`config.mk`:
```
export PLATFORM = sky130hd
export DESIGN_NAME = pattern_loader
export DESIGN_NICKNAME = d
export VERILOG_FILES = /design/src/rtl/pattern_loader.sv
export SDC_FILE = /design/constraint.sdc
export NUM_CORES = 1
export LEC_CHECK = 0
export BUFFER_PORTS_ARGS = -buffer_cell sky130_fd_sc_hd__clkbuf_2
export CAP_MARGIN = 20
export CORE_MARGIN = 8
export CORE_UTILIZATION = 55
export CTS_CLUSTER_DIAMETER = 80
export DETAILED_ROUTE_END_ITERATION = 8
export PLACE_DENSITY_LB_ADDON = 0.3
export RECOVER_POWER = 50
export SLEW_MARGIN = 20
export SYNTH_ARGS = -nofsm -noshare
export SYNTH_HDL_FRONTEND = slang
export SYNTH_SLANG_ARGS = --single-unit
```
`constraint.sdc`:
```
create_clock -name clk_in -period 5.1 [get_ports clk_in]
set_input_delay 1.02 -clock clk_in [delete_from_list [all_inputs] [get_ports clk_in]]
set_output_delay 1.02 -clock clk_in [all_outputs]
set_load 0.02 [all_outputs]
```
`src/rtl/pattern_loader.sv`:
```
// pattern_loader: fills board memory with a clear/random/checkerboard/border pattern on request.
// Optional macro PATTERN_LOADER_DENSITY_EN adds density_in to thin out the random pattern.
module pattern_loader #(
   parameter int ADDR_WIDTH        = 12,
   parameter int NUM_WORDS         = 4096,
   parameter int LOG_WORDS_PER_ROW = 2,
   parameter int NUM_ROWS          = 1024
) (
   input  logic                  clk_in,
   input  logic                  rst_in,
   input  logic                  start_in,
   input  logic [1:0]            mode_in,
   input  logic [31:0]           seed_in,
`ifdef PATTERN_LOADER_DENSITY_EN
   input  logic [1:0]            density_in,
`endif
   input  logic                  ready_in,
   output logic [ADDR_WIDTH-1:0] addr_w_out,
   output logic [31:0]           data_w_out,
   output logic                  wr_en_out,
   output logic                  busy_out,
   output logic                  done_out
);
   localparam int WPR = 1 << LOG_WORDS_PER_ROW;
   localparam logic [ADDR_WIDTH-1:0] LAST_WORD = ADDR_WIDTH'(NUM_WORDS - 1);
   localparam logic [ADDR_WIDTH-1:0] LAST_ROW  = ADDR_WIDTH'(NUM_ROWS - 1);
   localparam logic [ADDR_WIDTH-1:0] LAST_COL  = ADDR_WIDTH'(WPR - 1);

   typedef enum logic [1:0] {IDLE, SEED, FILL, DONE} state_t;

   state_t                  state;
   logic [1:0]              mode;
   logic [31:0]             seed;
   logic [31:0]             lfsr;
   logic [ADDR_WIDTH-1:0]   cnt;
   logic [ADDR_WIDTH-1:0]   row;
   logic [ADDR_WIDTH-1:0]   col;
   logic                    edge_row;
   logic [31:0]             rnd;
   logic [31:0]             lfsr_next;
   logic [31:0]             pattern;
`ifdef PATTERN_LOADER_DENSITY_EN
   logic [1:0]              density;
`endif

   // pattern word for the current counter position and the next LFSR value
   always_comb begin
      row       = cnt >> LOG_WORDS_PER_ROW;
      col       = cnt & LAST_COL;
      edge_row  = (row == '0) || (row == LAST_ROW);
      lfsr_next = (lfsr >> 1) ^ (lfsr[0] ? 32'h8020_0003 : 32'h0);
`ifdef PATTERN_LOADER_DENSITY_EN
      rnd = (density == 2'd0) ? lfsr :
            (density == 2'd1) ? lfsr & {lfsr[20:0], lfsr[31:21]} :
                                lfsr & {lfsr[20:0], lfsr[31:21]} & {lfsr[8:0], lfsr[31:9]};
`else
      rnd = lfsr;
`endif
      pattern = (mode == 2'd0) ? 32'h0 :
                (mode == 2'd1) ? rnd :
                (mode == 2'd2) ? (cnt[LOG_WORDS_PER_ROW] ? 32'hAAAA_AAAA : 32'h5555_5555) :
                edge_row       ? 32'hFFFF_FFFF :
                                 {col == LAST_COL, 30'b0, col == '0};
   end

   // load sequencer: latch request, seed the LFSR, stream words while ready, pulse done
   always_ff @(posedge clk_in or posedge rst_in) begin
      if (rst_in) begin
         state      <= IDLE;
         mode       <= 2'd0;
         seed       <= 32'h1;
         lfsr       <= 32'h1;
         cnt        <= '0;
         addr_w_out <= '0;
         data_w_out <= 32'h0;
         wr_en_out  <= 1'b0;
         busy_out   <= 1'b0;
         done_out   <= 1'b0;
`ifdef PATTERN_LOADER_DENSITY_EN
         density    <= 2'd0;
`endif
      end else begin
         wr_en_out <= 1'b0;
         done_out  <= 1'b0;
         case (state)
            IDLE: if (start_in && !done_out) begin
               mode  <= mode_in;
               seed  <= (seed_in == 32'h0) ? 32'h1 : seed_in;
`ifdef PATTERN_LOADER_DENSITY_EN
               density <= density_in;
`endif
               state <= SEED;
            end
            SEED: begin
               lfsr     <= seed;
               cnt      <= '0;
               busy_out <= 1'b1;
               state    <= FILL;
            end
            FILL: if (ready_in) begin
               wr_en_out  <= 1'b1;
               addr_w_out <= cnt;
               data_w_out <= pattern;
               lfsr       <= lfsr_next;
               if (cnt == LAST_WORD) state <= DONE;
               else cnt <= cnt + 1'b1;
            end
            DONE: begin
               busy_out <= 1'b0;
               done_out <= 1'b1;
               state    <= IDLE;
            end
         endcase
      end
   end
endmodule

```
; Word level (Yosys, flattened, before mapping)
; Index checks and enable logic that the tools add are counted.
[word_totals]
regBits = 127
out_inout_bits = 47
elab_cells = 59
[classes]
add_sub_neg = 1
n_eq_ne = 12
muxes = 20
bitwise = 1
n_reduce_logical = 15
[op_table]
columns = cell, count
row1 = 32-bit 2-to-1 mux, 8
row2 = 32-bit one-hot mux with 2 select lines, 1
row3 = 32-bit zero test, 1
row4 = 31-bit by 32-bit XOR with 32-bit output, 1
row5 = 12-bit zero test, 2
row6 = 12-bit 2-to-1 mux, 2
row7 = 12-bit one-hot mux with 2 select lines, 1
row8 = "12-bit by 1-bit adder with 12-bit output, second input constant", 1
row9 = "12-bit == test, second input constant", 1
row10 = "10-bit == test, second input constant", 1
row11 = "2-bit == test, second input constant", 4
row12 = "2-bit inequality test, second input constant", 4
row13 = 2-bit one-hot mux with 4 select lines, 1
row14 = 2-bit 2-to-1 mux, 3
row15 = 2-bit AND reduction, 3
row16 = 3-bit AND reduction, 2
row17 = "2-bit by 1-bit == test with 1-bit output, second input constant", 2
row18 = 2-bit zero test, 2
row19 = 2-bit nonzero test, 2
row20 = 1-bit 2-to-1 mux, 3
row21 = 1-bit one-hot mux with 2 select lines, 1
row22 = 1-bit logical AND, 1
row23 = 1-bit zero test, 1
row24 = 1-bit logical OR, 1

; Logic depth before layout (Yosys ltp)
; Gate-level depths: netlist of the first run.
[logic_depth]
ltp_word = 6
depth_mapped = 8
depth_no_buf = 7

; Worst setup path after synthesis of the first run
; No wires, ideal clock.
[synth_path]
path_kind = input to register
from = in ready_in
to = reg cnt[11]
setup_time_ns = 0.078
arrival_ns = 2.052
t_required_ns = 5.022
setup_slack_ns = 2.971
path_stages = 4
n_path_buf = 0
cell_sequence = mux2i_1 -> or3_1 -> or4_1 -> a21oi_1
[synth_via]
elab_chain_cells = 2
[synth_rtl]
columns = element, line_no
row1 = "start, declared", 17  ; input logic ready_in,
row2 = 2-bit inequality test (no line), -
row3 = 3-bit AND reduction (no line), -
row4 = "end signal, assigned", 106  ; else cnt <= cnt + 1'b1;
row5 = "end, declared", 35  ; logic [ADDR_WIDTH-1:0] cnt;
; Every way passes these cells.
; A chain may end at the register's enable or synchronous reset.

==> results by stage, run 1 <==
CTS:
- After clock tree synthesis, the flow added hold-fix buffers numbering 0.
- The tree is rooted in a clkbuf_8.
- CTS saw 127 sinks.
- The maximum level of the CTS H-tree is 4.
- The number of buffers inserted to repair setup after CTS is 0.
- The number of clock buffers added by TritonCTS is 17.
- The CTS tree is yes.
- The clock latency at the later pin of the worst-skew pair is 0.54 ns.
- After clock tree synthesis, the clock-pin slew on the worst setup and hold paths is 0.06 ns.
- In this run, post-CTS repair resized a total of 0 instances.
- No sink is reached through more buffers than the 2 on the longest clock path.

Timing:
- The number of hold-slack violations in the final timing report is 0.
- The worst slew margin relative to its limit is -0.7341.
- Dividing the final minimum period by the clock period gives 0.6820.
- Setup repair after global routing left no endpoint under its margin.
- Between clock sinks in the finished design, the worst skew comes to roughly 0.0075 ns.
- The transition at the pin with the smallest max-transition slack is 2.587 ns.
- Static timing analysis puts the maximum clock frequency at 287.5 MHz.
- Adding up every negative setup slack in the final design gives 0 ns.
- Subtracting the final worst setup slack from the clock period gives 3.478 ns.
- The number of pins with negative max-slew slack in the final report came to between 100 and 150.
- Setup violations remaining at the end of the flow were counted as 0.

Placed design:
- The number of buffers added on ports is 84.
- In this run, placement finished with an instance count of 719.
- At the end of routability-driven placement, the weighted congestion stood at 0.8290.
- Detailed placement finished with a half-perimeter wire length of 8892 µm.

Setup path:
- Of all nets on the critical path, the largest fanout is 59.
- The worst setup path is of the in -> async kind.
- The origin of the critical flop-to-flop path is state[0].
- Measured in cells, the most critical reg-to-reg path has a length of 8.
- For this run, the slowest stage of the critical path takes 1.45 ns.
- The slowest stage of the critical path belongs to the cell clkinvlp_2.
- The reg-to-reg critical path endpoint is cnt[1].
- The critical path goes through clkbuf_2, clkinvlp_2, clkbuf_1.
- The worst setup path is launched from a primary input.
- STA classifies the critical path endpoint as an async pin.
- The worst-case register-to-register setup slack is between 2 and 2.5 ns.
- The arrival time at the worst endpoint is 3.84 ns.
- STA puts the critical path data required time at 5.46 ns.

Floorplan:
- The number of core rows is 36.
- The number of placed I/O pins is 85.
- The x dimension of the die is approximately 120 µm.
- The die height is approximately 120 µm.
- The area of the core region is 9774 µm².
- The floorplan step defined a die boundary enclosing approximately 14000 µm².
- The effective utilization at floorplan is 0.5684.

Route:
- Summed over all layers, the routed wires come to 12770 µm.
- The detailed router placed 4213 vias in this run.
- The residual antenna-violating net count after detailed routing is 0.
- Before antenna repair, the detailed router went through 4 iterations.
- After detailed routing, the average wire length per cell comes to about 17 µm.
- The DRC marker count from the first detailed-route iteration is approximately 290.
- The via-per-instance ratio is 5.610.
- After detailed routing, the number of remaining DRC violations is 0.

GRT:
- The number of global-route vias before repair is 4351.
- The initial antenna violation count is 0.
- In the global route stage, met2 resource usage came out at 0.3309.
- For this run, global-route usage on met3 was measured as 0.07187.
- The largest net degree at the start of global routing is 60.
- The most heavily used metal layer in global routing is met2.
- Across every metal layer, demand over resource in global routing totals 0.2075.
- The wire length of the first global-routing pass is 21520 µm.
- The met1 routing resource usage after global routing is 0.2568.
- After global routing the overflow that remains totals 0.

Final layout:
- The repair_antennas step left the layout with diodes totalling 0.
- The share of cells above drive strength 1 is 0.2718.
- The area growth from synthesis to final layout is 20.72%.
- The finished layout holds approximately 750 standard cells, fillers aside.
- The net count of the finished layout is 650.
- Fill cells in the final layout number 761.

Power and ir drop:
- The peak supply drop is 0.0004419 V.
- Of the total power, the clock network draws 0.276.
- Summed over all cells, the static leakage comes to 3.192 nW.
- The sequential fraction of design power is 0.388.
- The share of total power consumed by net switching is 0.3751.
- The internal portion of total power is 2.813 mW.
- The overall power is 4.503 mW.
- The reported net switching power is 1.689 mW.
- In this run the power density over the cells is 671.4 nW/µm².
- The share of total power dissipated in combinational logic is 0.336.

Synthesis:
- The cell taking the most area after synthesis is dfrtp_1.
- Of the post-synthesis cell area, the dominant cell type holds 0.5631.
- The net count after synthesis is 570.
- Counting every instance in the synthesized netlist gives 525.
- Sorting the synthesized cells by area gives the leading types as dfrtp_1, mux2_2, nand2_1.
- Of the synthesized area, sequential elements account for 0.5725.
- The post-synthesis instance area is 5555 µm².
- Counting flops and latches in the post-synthesis netlist gives 127.
- The synthesized area per cell is 10.58 µm².
- The post-synthesis cell type count is 40.
- The Yosys step of the flow raised 0 warnings.

Status:
- The checks that failed: capacitance limit, slew limit.
- The flow ran to the end, but the final reports show violations.

Worst hold path:
- In this run the most critical hold path is launched from addr_w_out[6].
- Along the worst hold path, the cell count comes to 2.
- The worst hold path belongs to the class reg -> reg.
- For hold timing, the worst endpoint is addr_w_out[6].

Run:
- The number of max-cap violations is 3.
[power groups by stage]
| stage | clock, mW | sequential (mW) | combinational, mW |
|---|---|---|---|
| after floorplan | 0 | 1.81 | 0.982 |
| after global placement | 0 | 1.74 | 1.46 |
| after detailed placement | 0 | 1.76 | 1.51 |
| after CTS | 1.26 | 1.75 | 1.53 |
| after global routing | 1.31 | 1.80 | 1.69 |
| final | 1.24 | 1.75 | 1.51 |
[critical path, delay by kind of cell]
kind	cells	cell delay, ns
buffers and inverters	3	2.77
[per-layer routing]
| layer | up-vias | wire [µm] |
|---|---|---|
| met3 | 21 | 748 |
| met4 | 0 | 229 |
| met5 | - | 0 |
| met1 | 2059 | 5400 |
| met2 | 119 | 6394 |
| li1 | 2014 | - |
[kinds of logic (layout without fill, tap and decap cells)]
kind of cell / Yosys count / after routing / share of synthesized area
and+or+nand+nor: 175 / 175 / 0.1405
buffers and inverters: 43 / 136 / 0.03018
DFF: 127 / 127 / 0.5725
adders and majority gates: 7 / 7 / 0.01577
muxes: 66 / 66 / 0.1270
xor gates and xnor gates: 3 / 3 / 0.004731
AOI/OAI and AO/OA: 104 / 104 / 0.1092
[layout by cell type, fill, tap and decap left out, types with 2 or more instances in the layout]
cell type and n:
a21oi_1 9, o211ai_1 4, nand2b_1 4, or3_1 3
o31ai_1 5, nand3_1 6, o311ai_0 2, ha_1 6
inv_8 2, o21ai_0 51, inv_6 6, a221o_1 2
o21ai_1 20, nand4_1 6, clkbuf_1 2, mux2i_1 29
xnor2_1 3, dfstp_2 2, mux2_2 36, and3_1 2
clkinvlp_4 2, nor4_1 11, nand2_1 90, dfrtp_1 125
clkinv_4 2, inv_1 10, buf_4 7, or4_1 4
nor2_1 42, and4_1 3, bufinv_16 3, clkbuf_2 84
o31ai_2 2, clkbuf_16 16
[area by class of cell]
cell class,count,area (µm²),share of cell area
multi-input cells,355,2225,0.3317
clock buffers,17,414.1,0.06175
repair buffers,93,480.5,0.07164
flip-flops and latches,127,3181,0.4743
well taps,133,166.4,0.02481
clock inverters,15,197.7,0.02948
inverters,11,42.54,0.006343
[metrics by stage]
stage | hold WS, ns | util | setup slack, ns | instance area (µm²)
after floorplan | 0.4542 | - | 0.6990 | 5555
after global placement | 0.4580 | 0.6244 | 2.285 | 6103
after detailed placement | 0.4622 | 0.6244 | 2.209 | 6103
after CTS | 0.4774 | 0.6870 | 2.188 | 6715
after global routing | 0.5079 | 0.6861 | 1.041 | 6706
final | 0.4739 | 0.6861 | 1.622 | 6706
[flip-flops by register name (all words and copies together) (netlist names)]
signal      count
seed           32
data_w_out     32
state           2
done_out        1
cnt            12
wr_en_out       1
mode            2
addr_w_out     12
lfsr           32
busy_out        1
[cells in the mapped netlist]
master       n
a2111o_1     1
a2111oi_0    1
a211oi_1     1
a21boi_0     1
a21oi_1      9
a221o_1      2
a311oi_1     1
a31oi_1      1
and3_1       2
and4_1       3
buf_1        5
buf_2        5
clkbuf_1    22
dfrtp_1    125
dfstp_2      2
ha_1         7
inv_1       11
mux2_2      36
mux2i_1     30
nand2_1     91
nand2b_1     4
nand3_1      6
nand4_1      6
nor2_1      42
nor2b_1      1
nor3_1       1
nor4_1      11
nor4_4       1
o211ai_1     4
o21ai_0     51
o21ai_1     20
o21bai_1     1
o311ai_0     2
o31ai_1      5
o31ai_2      2
o32a_1       1
o41ai_1      1
or3_1        3
or4_1        4
xnor2_1      3
[worst max-delay path by stage]
| stage | depth (start not counted) | from | slack [ns] | to |
|---|---|---|---|---|
| after global routing | 3 | rst_in | 1.04 | lfsr[30] |
| after detailed placement | 8 | state[0] | 2.21 | cnt[1] |
| after global placement | 6 | ready_in | 2.28 | cnt[1] |
| final | 3 | rst_in | 1.62 | data_w_out[16] |
| after floorplan | 1 | rst_in | 0.70 | addr_w_out[0] |
| after CTS | 8 | state[0] | 2.19 | cnt[1] |
No activity file was read; power rests on OpenSTA's default activity.
==> inputs of run 2 (changes only) <==
ABC_AREA = 1   (was default)
clock period = 3.3 ns   (was 5.1 ns; I/O delays follow)
==> run 2 against run 1 <==
Net effect:
- the run still ends with capacitance limit, slew limit left
- wire length grew 4.4%
- count of clock-buffer cells in the layout grew 5
- non-clock buffer count shrank 2
- total power grew 9.5%
- critical path type is now reg -> reg
==> results by stage, run 2 <==
Status:
- The checks that failed: capacitance limit, slew limit.
- The flow ran to the end, but the final reports show violations.

Timing:
- The post-route clock period utilization is 0.7189.
- The transition at the pin with the smallest max-transition slack was 1.660 ns (-0.9270 ns).
- The clock skew came to 0.008136 ns (+0.0006110 ns).
- The count of endpoints failing setup in the final report is 0 (unchanged).
- Setup repair after global routing left no endpoint under its margin.
- The maximum clock frequency is 421.5 MHz.
- The number of pins with negative max-slew slack in the final report is 128 (+0.79%).
- The number of hold-slack violations in the final timing report is 0 (unchanged).
- The minimum clock period is 2.372 ns.
- The worst slew margin relative to its limit is -0.1067 (+0.6275).
- The summed negative setup slack over all endpoints is 0 ns (unchanged).

Placed design:
- The HPWL after detailed placement is 9223 µm (+3.7%).
- The placed cell area was 6392 µm² (+4.7%).
- The number of buffers added on ports is 84 (unchanged).
- The weighted congestion reported at the end of routability-driven placement is 0.8793 (+6.1%).

Final layout:
- The share of cells above drive strength 1 is 0.1870 (-0.08483).
- In the layout the commonest cells are nand2_1, dfrtp_1, inv_1, o21ai_0, clkbuf_2.
- The count of nets after finishing was 802 (+23%).
- The area growth from synthesis to layout is 18.58%.
- The largest registers in the layout are data_w_out: 32 flops, lfsr: 32 flops, seed: 32 flops.
- The cell area after layout is 7019 µm² (+4.7%).
- The commonest non-fill, non-tap cell in the layout is nand2_1.
- The fill cell instance count of the final layout is 886 (+16%).
- The number of diodes is 0 (unchanged).

Route:
- The via-per-instance ratio is 5.297 (-5.6%).
- The DRC marker count from the first detailed-route iteration was 348 (+22%).
- The per-cell routed wire length is 14.65 µm (-14%).
- The number of detailed-route iterations in the first pass is 5 (+1).
- The aggregate routed wire length was 13330 µm (+4.4%).
- The detailed-route via count is 4820 (+14%).
- The DRC violation count after routing is 0 (unchanged).
- The residual antenna-violating net count after detailed routing is 0 (unchanged).

Setup path:
- The type of destination of the critical path is a flip-flop.
- The critical path starts at state[0].
- The required time of the critical path is 3.72 ns (-1.74 ns).
- The highest net fanout along the worst path is 64 (+8.5%).
- The start-to-end type of the worst setup path is reg -> reg.
- STA classifies the critical path startpoint as a flip-flop.
- The arrival time at the worst endpoint is 2.79 ns (-1.05 ns).
- The origin of the critical flop-to-flop path is state[0].

CTS:
- The number of buffers between clock root and the deepest sink is 2 (unchanged).
- The CTS tree is yes.
- The clock latency at the later pin of the worst-skew pair is 0.52 ns (-0.02 ns).
- The count of hold buffers inserted by post-cts repair was 0 (unchanged).
- The clock root buffer is clkbuf_8.
- The clock transition time at the flip-flop clock pins of the worst setup and hold paths came to 0.06 ns (about the same).
- The total number of clock tree sinks is 127 (unchanged).
- The number of buffers inserted to repair setup after CTS is 0 (unchanged).
- The number of cells upsized or downsized after cts was 0 (unchanged).
- The number of buffers inserted during clock tree synthesis was 17 (unchanged).
- The maximum level of the CTS H-tree was 4 (unchanged).

Synthesis:
- The synthesis warning total is 0 (unchanged).
- The post-synthesis instance area is 5919 µm² (+6.6%).
- The flip-flop and latch count after synthesis came to 127 (unchanged).
- In the post-synthesis netlist, the biggest area contributors are dfrtp_1, nand2_1, o21ai_0.
- The post-synthesis cell type count is 29 (-28%).
- The number of synthesized flops with an enable pin is 0 (unchanged).
- The commonest cells after synthesis are nand2_1, dfrtp_1, inv_1.
- The synthesized area per cell is 8.654 µm² (-18%).
- The most common flop cell mapped by yosys is dfrtp_1.
- The leading cell type by number of instances after synthesis is nand2_1.
- The cell taking the most area after synthesis is dfrtp_1.
- The number of instances in the synthesized netlist is 684 (+30%).
- The share of the synthesized area in the top cell type is 0.5284 (-0.03463).
- The register area share after synthesis is 0.5373 (-0.03522).
- The proportion of register bits with asynchronous set or reset after synthesis was 1.000 (unchanged).
- The net count after synthesis is 729 (+28%).

GRT:
- The number of global-route vias before repair is 4841 (+11%).
- The largest net degree at the start of global routing is 128 (+110%).
- The global route total overflow is 0 (unchanged).
- The wire length of the first global-routing pass came to 22910 µm (+6.5%).
- The global-route usage over all layers is 0.1981 (-0.009412).
- The initial antenna violation count is 0 (unchanged).

Floorplan:
- The die height came to 119.7 µm (+2.8%).
- The effective utilization at floorplan is 0.5558 (-0.01255).
- The number of core rows is 38 (+5.6%).
- The area of the core region came to 10650 µm² (+9.0%).
- The x dimension of the die is 119.7 µm (+2.8%).
- The overall die area is 14340 µm² (+5.6%).
- The number of placed I/O pins was 85 (unchanged).

Worst hold path:
- The launch instance of the worst min-delay path is seed_in[12].
- The min-delay analysis places its worst path in the category in -> reg.

Run:
- The number of max-cap violations is 1 (-2).

Power and ir drop:
- The power per unit of standard cell area is 702.2 nW/µm² (+4.6%).
- The leakage power came to 3.731 nW (+17%).
- The peak supply drop is 0.0003067 V (-31%).
-- run 2: changes by cell type after synthesis, moves of 9 or more --
cell      previous run  this run
inv_1               11        93
nand2_1             91       183
nand3_1              6        15
o21ai_1             20         0
o211ai_1             4        57
nor2_1              42        29
o21ai_0             51        89
mux2_2              36         1
mux2i_1             30         0
nor4_1              11         0
-- run 2: cell families (layout without fill, tap and decap cells) --
kind of cell / Yosys count / after routing / synth area share
adder cells (fa/ha/maj): 7 / 7 / 0.01480
multiplexers: 1 / 1 / 0.001902
buffers and inverters: 132 / 218 / 0.09406
flip-flops: 127 / 127 / 0.5373
XOR/XNOR: 5 / 5 / 0.007398
AO/OA/AOI/OAI: 160 / 160 / 0.1687
AND/OR/NAND/NOR: 252 / 252 / 0.1759
-- run 2: worst paths after layout --
check	end	depth (start not counted)	slack, ns
max	lfsr[4]	9	0.93
min	seed[12]	3	0.38
max reg2reg	lfsr[4]	9	0.93
min reg2reg	data_w_out[7]	2	0.48
max in group asynchronous	data_w_out[15]	3	1.51
min in group asynchronous	addr_w_out[5]	3	0.74
-- run 2: cell type report --
class / count / area [µm²] / area share
clock buffer: 22 / 462.9 / 0.06595
clock inverter: 10 / 182.7 / 0.02602
inverter: 95 / 361.6 / 0.05152
multi-input combinational: 425 / 2185 / 0.3112
sequential: 127 / 3181 / 0.4531
tap: 140 / 175.2 / 0.02496
timing repair buffer: 91 / 471.7 / 0.06720
-- run 2: critical path: stages (launching register included) --
cell and delay [ns]:
dfrtp_1 0.42, inv_1 0.12, ha_1 0.20, nand2_1 0.07
buf_4 0.24, inv_1 0.15, nor2_1 0.07, inv_2 0.61
o211ai_1 0.19, o21ai_0 0.16
-- run 2: metal layers --
layer  global-route usage  wire length (µm)  up-vias
met1               0.2364              5641     2297
met3              0.05120               700       28
met2               0.3318              6670      120
met5                    0                 0        -
li1                     -                 -     2375
met4              0.08821               316        0
-- run 2: report_power, final --
group          switching, mW  internal, mW
sequential             0.176          1.81
combinational          0.603         0.315
clock                  0.661          1.36
-- run 2: stage by stage --
step	total power, mW	util	cells	worst slack [ns]	hold WS [ns]
global placement	2.904	0.6002	878	0.9995	0.4655
floorplan	2.619	-	684	1.074	0.4534
CTS	4.970	0.6608	910	0.9227	0.3443
global route	5.180	0.6591	910	0.6856	0.3974
detailed placement	2.942	0.6002	878	0.9221	0.4652
finish	4.929	0.6591	910	0.9277	0.3839
